### config.mk
export PLATFORM = sky130hd
export DESIGN_NAME = exe_issue_ctrl
export DESIGN_NICKNAME = d
export VERILOG_FILES = /design/src/rtl/exe_issue_ctrl.sv
export SDC_FILE = /design/constraint.sdc
export NUM_CORES = 1
export LEC_CHECK = 0
export BUFFER_PORTS_ARGS = -buffer_cell sky130_fd_sc_hd__buf_2
export CORE_MARGIN = 2
export CORE_UTILIZATION = 45
export DETAILED_ROUTE_END_ITERATION = 12
export PLACE_DENSITY_LB_ADDON = 0.3
export SKIP_LAST_GASP = 1
export SLEW_MARGIN = 20
export SYNTH_ARGS = -nofsm -noshare
export SYNTH_HDL_FRONTEND = slang
export SYNTH_SLANG_ARGS = --single-unit
### constraint.sdc
create_clock -name clk_i -period 12.8 [get_ports clk_i]
set_input_delay 0 -clock clk_i [delete_from_list [all_inputs] [get_ports clk_i]]
set_output_delay 0 -clock clk_i [all_outputs]
set_load 0.01 [all_outputs]
### src/rtl/exe_issue_ctrl.sv
// exe_issue_ctrl: in-order issue queue in front of the scalar execute scoreboard.
// Decoded instructions are buffered in a small circular queue. The head issues when
// the scoreboard reports its latency class ready. The matching scoreboard set line
// pulses in the same cycle. Blocked-head cycles are counted for performance monitoring.
module exe_issue_ctrl #(
  parameter int unsigned QUEUE_DEPTH = 2,
  parameter int unsigned DATA_W      = 64
) (
  input  logic              clk_i,
  input  logic              rstn_i,
  input  logic              flush_i,

  input  logic              instr_valid_i,
  output logic              instr_ready_o,
  input  logic [2:0]        instr_unit_i,
  input  logic [DATA_W-1:0] instr_data_i,

  input  logic              ready_1cycle_i,
  input  logic              ready_mul_32_i,
  input  logic              ready_mul_64_i,
  input  logic              ready_div_32_i,
  input  logic              div_unit_sel_i,
  input  logic              ready_div_unit_i,

  output logic              set_mul_32_o,
  output logic              set_mul_64_o,
  output logic              set_div_32_o,
  output logic              set_div_64_o,

  output logic              issue_valid_o,
  output logic [2:0]        issue_unit_o,
  output logic [DATA_W-1:0] issue_data_o,
  output logic              issue_div_unit_o,
  output logic [15:0]       stall_cnt_o
);

  localparam int unsigned PtrW = (QUEUE_DEPTH > 1) ? $clog2(QUEUE_DEPTH) : 1;
  localparam int unsigned CntW = $clog2(QUEUE_DEPTH + 1);

  localparam logic [2:0] UnitAlu   = 3'd0;
  localparam logic [2:0] UnitMul32 = 3'd1;
  localparam logic [2:0] UnitMul64 = 3'd2;
  localparam logic [2:0] UnitDiv32 = 3'd3;
  localparam logic [2:0] UnitDiv64 = 3'd4;

  localparam logic [CntW-1:0] CntFull = CntW'(QUEUE_DEPTH);
  localparam logic [15:0]     StallMax = 16'hFFFF;

  // Queue storage; never read while empty, so it needs no reset.
  logic [DATA_W-1:0] data_q [QUEUE_DEPTH];
  logic [2:0]        unit_q [QUEUE_DEPTH];

  logic [PtrW-1:0] rd_ptr_q, rd_ptr_d;
  logic [PtrW-1:0] wr_ptr_q, wr_ptr_d;
  logic [CntW-1:0] count_q, count_d;
  logic [15:0]     stall_q, stall_d;

  logic              push;
  logic              issue;
  logic              head_valid;
  logic [2:0]        head_unit;
  logic [DATA_W-1:0] head_data;
  logic              can_go;
  logic              head_is_div;
  logic [2:0]        unit_norm;

  // Classes 5-7 are folded onto ALU before they enter the queue.
  always_comb begin
    unit_norm = (instr_unit_i > UnitDiv64) ? UnitAlu : instr_unit_i;
  end

  // Ready depends on registered occupancy only.
  always_comb begin
    instr_ready_o = (count_q != CntFull);
    push          = instr_valid_i & instr_ready_o & ~flush_i;
  end

  // Head view of the queue.
  always_comb begin
    head_valid = (count_q != '0);
    head_unit  = unit_q[rd_ptr_q];
    head_data  = data_q[rd_ptr_q];
  end

  // Issue condition per latency class of the head entry.
  always_comb begin
    can_go      = 1'b0;
    head_is_div = 1'b0;
    case (head_unit)
      UnitAlu:   can_go = ready_1cycle_i;
      UnitMul32: can_go = ready_mul_32_i;
      UnitMul64: can_go = ready_mul_64_i;
      UnitDiv32: begin
        can_go      = ready_div_32_i & ready_div_unit_i;
        head_is_div = 1'b1;
      end
      UnitDiv64: begin
        can_go      = ready_div_unit_i;
        head_is_div = 1'b1;
      end
      default:   can_go = ready_1cycle_i;
    endcase
    issue = head_valid & can_go & ~flush_i;
  end

  // Issue outputs and scoreboard set pulses; zero whenever nothing issues.
  always_comb begin
    issue_valid_o    = issue;
    issue_unit_o     = issue ? head_unit : 3'd0;
    issue_data_o     = issue ? head_data : '0;
    issue_div_unit_o = issue & head_is_div & div_unit_sel_i;
    set_mul_32_o     = issue & (head_unit == UnitMul32);
    set_mul_64_o     = issue & (head_unit == UnitMul64);
    set_div_32_o     = issue & (head_unit == UnitDiv32);
    set_div_64_o     = issue & (head_unit == UnitDiv64);
    stall_cnt_o      = stall_q;
  end

  // Next-state for pointers, occupancy and the stall counter.
  always_comb begin
    rd_ptr_d = rd_ptr_q;
    wr_ptr_d = wr_ptr_q;
    count_d  = count_q;
    stall_d  = stall_q;

    if (push) begin
      wr_ptr_d = wr_ptr_q + PtrW'(1);
    end
    if (issue) begin
      rd_ptr_d = rd_ptr_q + PtrW'(1);
    end

    case ({push, issue})
      2'b10:   count_d = count_q + CntW'(1);
      2'b01:   count_d = count_q - CntW'(1);
      default: count_d = count_q;
    endcase

    // Flush empties the queue but keeps the performance counter.
    if (flush_i) begin
      rd_ptr_d = '0;
      wr_ptr_d = '0;
      count_d  = '0;
    end

    if (head_valid && !can_go && !flush_i && (stall_q != StallMax)) begin
      stall_d = stall_q + 16'd1;
    end
  end

  // Control state with asynchronous active-low reset.
  always_ff @(posedge clk_i or negedge rstn_i) begin
    if (!rstn_i) begin
      rd_ptr_q <= '0;
      wr_ptr_q <= '0;
      count_q  <= '0;
      stall_q  <= '0;
    end else begin
      rd_ptr_q <= rd_ptr_d;
      wr_ptr_q <= wr_ptr_d;
      count_q  <= count_d;
      stall_q  <= stall_d;
    end
  end

  // Payload and class write on push.
  always_ff @(posedge clk_i) begin
    if (push) begin
      data_q[wr_ptr_q] <= instr_data_i;
      unit_q[wr_ptr_q] <= unit_norm;
    end
  end

  // The scoreboard relies on never seeing two inserts in one cycle.
  a_set_onehot0 : assert property (@(posedge clk_i) disable iff (!rstn_i)
    $onehot0({set_mul_32_o, set_mul_64_o, set_div_32_o, set_div_64_o}));

  // Occupancy never exceeds the queue depth.
  a_count_range : assert property (@(posedge clk_i) disable iff (!rstn_i)
    count_q <= CntFull);

endmodule

; Word-level counts from Yosys, hierarchy flattened
; Memory sizes are Yosys's and may differ from the RTL's.
; Index checks and enable logic that the tools add are counted.
[totals]
n_memories = 2
mem_bits_rw = 134
output_inout_bits = 90
reg_bits = 20
input_bits = 77
word_cells = 55
[op_classes]
add_sub_neg = 5
reduce_logical = 10
magnitude_cmp = 1
muxes = 13
n_eq_ne = 8
bitwise = 12
[mem_list]
columns = memory, words, word_bits, rd, rd_clocked_by_memory_dff, wr, line
row1 = data_q, 2, 64, 1, 0, 1, 50  ; logic [DATA_W-1:0] data_q [QUEUE_DEPTH];
row2 = unit_q, 2, 3, 1, 0, 1, 51  ; logic [2:0] unit_q [QUEUE_DEPTH];
[ops]
columns = operator, count
row1 = $mux W64, 1
row2 = $add A16 B1 Y16 const B, 1
row3 = $ne A16 B16 Y1 const B, 1
row4 = $and A1 B1 Y1, 11
row5 = $mux W1, 7
row6 = $eq A3 B2 Y1 const B, 2
row7 = $mux W3, 2
row8 = $reduce_bool A2 Y1, 3
row9 = $pmux W1 S4, 1
row10 = $pmux W2 S2, 1
row11 = $eq A3 B1 Y1 const B, 1
row12 = $eq A3 B3 Y1 const B, 1
row13 = $gt A3 B3 Y1 const B, 1
row14 = $logic_and A1 B1 Y1, 3
row15 = $reduce_bool A3 Y1, 1
row16 = $add A1 B1 Y1 const B, 2
row17 = $add A2 B1 Y2 const B, 1
row18 = $eq A2 B1 Y1 const B, 1
row19 = $eq A2 B2 Y1 const B, 1
row20 = $logic_not A1 Y1, 2
row21 = $mux W2, 1
row22 = $ne A2 B2 Y1 const B, 1
row23 = $reduce_or A2 Y1, 1
row24 = $sub A2 B1 Y2 const B, 1
row25 = $not A1 Y1, 1

; Logic depth before layout (Yosys ltp)
; An unclocked memory read counts as a cell.
[logic_depth]
depth_word = 8
mapped_depth = 9
depth_no_buf = 7

; Least setup slack after synthesis
; OpenSTA, ideal clock, no wires.
[synth_timing]
path_type = register to register
start = register count_q[0]
end = memory data_q[1][0], enable pin
setup_ns = 0.588
path_stages_with_launch = 5
required_time_ns = 12.212
slack_ns = 6.589
period_less_slack_ns = 6.211
n_path_buf = 0
arrival_ns = 5.623
cell_sequence = dfrtp_1 > inv_1 > nand2_1 > nand2_1 > nor3b_1
[synth_between]
elab_chain_len = 5
[synth_lines]
columns = item, line
row1 = start: declaration, 55  ; logic [CntW-1:0] count_q, count_d;
row2 = start signal: assignment, 161  ; count_q <= count_d;
row3 = $ne A2 B2 Y1, 74  ; instr_ready_o = (count_q != CntFull);
row4 = named net instr_ready_o, 14  ; output logic instr_ready_o,
row5 = $and A1 B1 Y1 (2 in series), 75  ; push = instr_valid_i & instr_ready_o & ~flush_i;
row6 = $mux W1, 168  ; if (push) begin
row7 = $mux W1 (not written as such), 169  ; data_q[wr_ptr_q] <= instr_data_i;
row8 = end: declaration, 50
; The timed path passes the listed nets, and every way through them passes these cells.

; Final worst setup path
[layout_timing]
start = register rd_ptr_q
end = output port issue_data_o[5]
[layout_between]
elab_chain_len = 6
word_cells_on_any_way = 10
classes_between = 4 x eq/ne / 2 x mux / 2 x bitwise / 2 x memory
[layout_lines]
columns = item, line
row1 = start: declaration, 53  ; logic [PtrW-1:0] rd_ptr_q, rd_ptr_d;
row2 = start signal: assignment, 159  ; rd_ptr_q <= rd_ptr_d;
row3 = $mem_v2 Z2 W3, --
row4 = $eq A3 B3 Y1 (tied with other cells), 89  ; case (head_unit)
row5 = $pmux W1 S4, 89
row6 = $and A1 B1 Y1 (2 in series), 103  ; issue = head_valid & can_go & ~flush_i;
row7 = $mux W64 *, 110  ; issue_data_o = issue ? head_data : '0;
row8 = end: declaration, 32  ; output logic [DATA_W-1:0] issue_data_o,
; Mark *: on every way between the ends. The rest lies on a longest branch, timed or not.

==> run summary <==
STATUS
------------------------------------------------------------------------------------
Status                                                                  complete, no violations

STA
------------------------------------------------------------------------------------
Share of the clock period used by the worst path                              0.3407
Setup_tns                                                                       0 ns
Worst Hold Margin                                                         0.05217 ns
Max-Slew Margin vs Limit                                                      0.3595
Time the worst path needs with I/O delays and setup                         4.361 ns
Transition time of the tightest slew-check pin                             0.9608 ns
Final worst setup slack                                                     8.439 ns
Number of setup violations in the final report                                     0
Final hold violations                                                              0
RSZ-0062 raised after global routing                                              no
Pins Over Slew Limit                                                               0
Achievable frequency                                                       229.3 MHz
Final clock skew                                                         0.008969 ns

SYNTH
------------------------------------------------------------------------------------
Synth cell types                                                                  34
Synth Instances                                                                  407
Cell taking the most area after synthesis                               sky130_fd_sc_hd__edfxtp_1
Area contributors post-synth                                            sky130_fd_sc_hd__edfxtp_1 (65%), sky130_fd_sc_hd__mux2i_1 (11%), sky130_fd_sc_hd__dfrtp_1 (8.1%)
Yosys warnings                                                                     0
Area of the mapped netlist                                              0.006190 mm2
Synthesized net count                                                            485
Area fraction of the dominant cell type after synthesis                       0.6501
Post-Syn Area per Cell                                                     15.21 um2
Count of state elements after synthesis                                          154
Register area share after synthesis                                           0.7309

CELLS AND AREA
------------------------------------------------------------------------------------
Share of post-route cells with drive strength above 1                         0.3116
Final core utilization                                                        0.6316
Most frequent cells in the layout                                       sky130_fd_sc_hd__buf_2 (166), sky130_fd_sc_hd__edfxtp_1 (134), sky130_fd_sc_hd__nor2_1 (74), sky130_fd_sc_hd__dlygate4sd3_1 (70), sky130_fd_sc_hd__mux2i_1 (66)
Final net count                                                                  727
Cell Count, Final, Fillers Out                                                   838
Growth of design area from synthesis to finish                                36.20%
Most common cell after layout, fill and taps aside                      sky130_fd_sc_hd__buf_2

FLOORPLAN
------------------------------------------------------------------------------------
Floorplan core area                                                      0.01335 mm2
Chip height                                                                 121.3 um
Total die area                                                           0.01471 mm2
Effective utilization at floorplan                                            0.4637
Number of cell rows                                                               42
Overall die width                                                           121.3 um
I/O pin cnt                                                                      167

WORST SETUP PATH
------------------------------------------------------------------------------------
Category of the worst setup path launch point                                   flop
Required time at the endpoint of the critical path                          12.80 ns
WS Path Type                                                            flop to output pin
Number of cells on the critical path                                              10
Critical Path Max Stage Delay                                                0.73 ns
Crit path top cell by count                                             sky130_fd_sc_hd__buf_4
Slowest library cell on the worst path                                  sky130_fd_sc_hd__buf_4
Worst reg2reg path depth                                                           8
Capturing element type of the critical path                               output pin
List of cells traversed by the critical path                            buf_4 -> mux2i_4 -> mux2i_1 -> o21ai_0 -> a221oi_2 -> buf_4 -> nand2b_2 -> buf_4 -> nor2_1 -> buf_2
Data arrival time of the critical path                                       4.36 ns
Maximum fanout along the worst path                                               72
Critical path buffer and inverter count                                            4
Crit path max-delay family                                              buffers and inverters

DRT
------------------------------------------------------------------------------------
DRC violations left                                                                0
Drt pass-1 iters                                                                   4
Iteration-0 DRC Markers                                                          282
Detailed-route wire length per cell                                         16.04 um
Total wirelength of the detailed-routed design                              13.44 mm
Vias/cell                                                                      5.004
Post-route antenna net violation count                                             0
Total via count after detailed routing                                          4193

CLOCKING
------------------------------------------------------------------------------------
Skew-Pair Late Insertion Delay                                               0.42 ns
CTS H-tree lvls                                                                    4
Setup Fix Bufs, Post-CTS                                                           0
Clock tree from TritonCTS                                                        yes
Cell at the root of the clock tree                                      sky130_fd_sc_hd__clkbuf_16
Number of buffers created by CTS                                                  17
Clock sink count                                                                 154
CTS Buffer Depth                                                                   2
CTS clk-pin slew, worst paths                                                0.06 ns

PLACEMENT
------------------------------------------------------------------------------------
Weighted congestion at the end of routability-driven global placement         0.8129
Buffers on Ports                                                                 166
HPWL after detailed placement                                               7.634 mm
Placed cell count                                                                736
Worst setup slack before clock tree synthesis                               8.871 ns

POWER AND IR DROP
------------------------------------------------------------------------------------
Pwr per Cell Area                                                       143.7 mW/mm2
Largest voltage drop on the vdd net                                     0.00009583 V
Share of total power in the clock network                                      0.382
Share of total power consumed by net switching                                0.2315
P_sw                                                                        280.5 uW
Gate power share                                                               0.125
Leakage Power                                                               3.355 nW
Flop pwr share                                                                 0.493
Internal power                                                              931.2 uW

GLOBAL ROUTING
------------------------------------------------------------------------------------
Maximum number of pins on one net before global-route repair                      73
Global-route wire length before repair                                      21.17 mm
Via count of the first global-routing pass                                      4389
Total track usage                                                             0.1911
Leftover overflow at the end of global routing                                     0
Antenna violations before repair                                                   1

RUN
------------------------------------------------------------------------------------
Max-cap violation count                                                            0

WORST HOLD PATH
------------------------------------------------------------------------------------
Hold Path Cell Cnt                                                                 4
Kind of path behind the tightest hold check                             input port to flop

## per-stage QoR
stage	power, mW	cell area (um2)
detailed placement	0.7424	7186
finish	1.212	8431
CTS	1.220	8428
floorplan	0.6932	6190
global route	1.259	8431
global placement	0.7374	7186
## synth_stat cells (all sizes together)
cell / count
clkbuf: 6
o21ai: 4
nor2b: 2
nor3b: 2
buf: 12
nand4: 4
nand2: 16
nor3: 9
inv: 6
mux2i: 68
dfrtp: 20
xnor2: 14
and4: 1
o31ai: 2
nand3: 8
o21a: 1
mux2: 2
a21oi: 2
a221oi: 1
ha: 1
xor2: 2
nor2: 74
and3: 7
edfxtp: 134
o21ba: 1
nand2b: 3
nor4: 1
nand3b: 1
o31a: 1
a211oi: 2
## worst min-delay path, cell delays in order
cell,delay (ns)
sky130_fd_sc_hd__buf_2,0.12
sky130_fd_sc_hd__nand2_1,0.13
sky130_fd_sc_hd__xor2_1,0.09
sky130_fd_sc_hd__nor2_1,0.08
## area by class of cell
| cell class | count | area, um2 |
|---|---|---|
| flip-flops and latches | 154 | 4528 |
| multi-input cells | 229 | 1546 |
| repair buffers | 241 | 1569 |
| fillers | 1026 | 4917 |
| clock inverters | 11 | 105.1 |
| clock buffers | 20 | 436.7 |
| diodes | 1 | 2.502 |
| inverters | 6 | 22.52 |
| well taps | 176 | 220.2 |
## path summary, 6_finish.rpt
path,start,slack [ns],end
worst max-delay path,rd_ptr_q,8.44,issue_data_o[5]
worst min-delay path,instr_valid_i,0.05,wr_ptr_q
worst max register to register,rd_ptr_q,9.50,stall_cnt_o[1]
worst min register to register,stall_cnt_o[11],0.50,stall_cnt_o[11]
max in group asynchronous,rstn_i,12.39,rd_ptr_q
min in group asynchronous,rstn_i,0.06,stall_cnt_o[12]
## kinds of logic (layout without fill, tap and decap cells)
family,after synthesis,after routing,synth area share
compound gates,14,14,0.01637
xor+xnor,16,16,0.02264
fa+ha+maj,1,1,0.002021
buf+inv,24,278,0.02122
flops,154,154,0.7309
mux,70,70,0.1162
other cells,0,1,0
simple gates,128,128,0.09056
## what timing repair did
action                                 4_1_cts  5_1_grt
gates resized for setup                      0        0
endpoints found under the hold margin      157        0
hold buffers                                70        0
## power by group through the flow
stage               Sequential [mW]  Combinational (mW)  Clock, mW
finish                        0.597               0.152      0.463
CTS                           0.597               0.152      0.471
detailed placement            0.607               0.135          0
global route                  0.601               0.166      0.492
global placement              0.606               0.132          0
floorplan                     0.605              0.0879          0
## per-layer routing
layer	up-vias	global-route usage	part of all wire
li1	1980	-	-
met1	2012	0.2068	0.38
met2	173	0.3336	0.52
met3	28	0.06391	0.074
met4	0	0.09555	0.022
met5	-	0	0
## registers in the layout, indices dropped and copies added, names as in the netlist
register and count:
unit_q 6, wr_ptr_q 1, rd_ptr_q 1, data_q 128, count_q 2, stall_cnt_o 16
No activity file was read; power rests on OpenSTA's default activity.
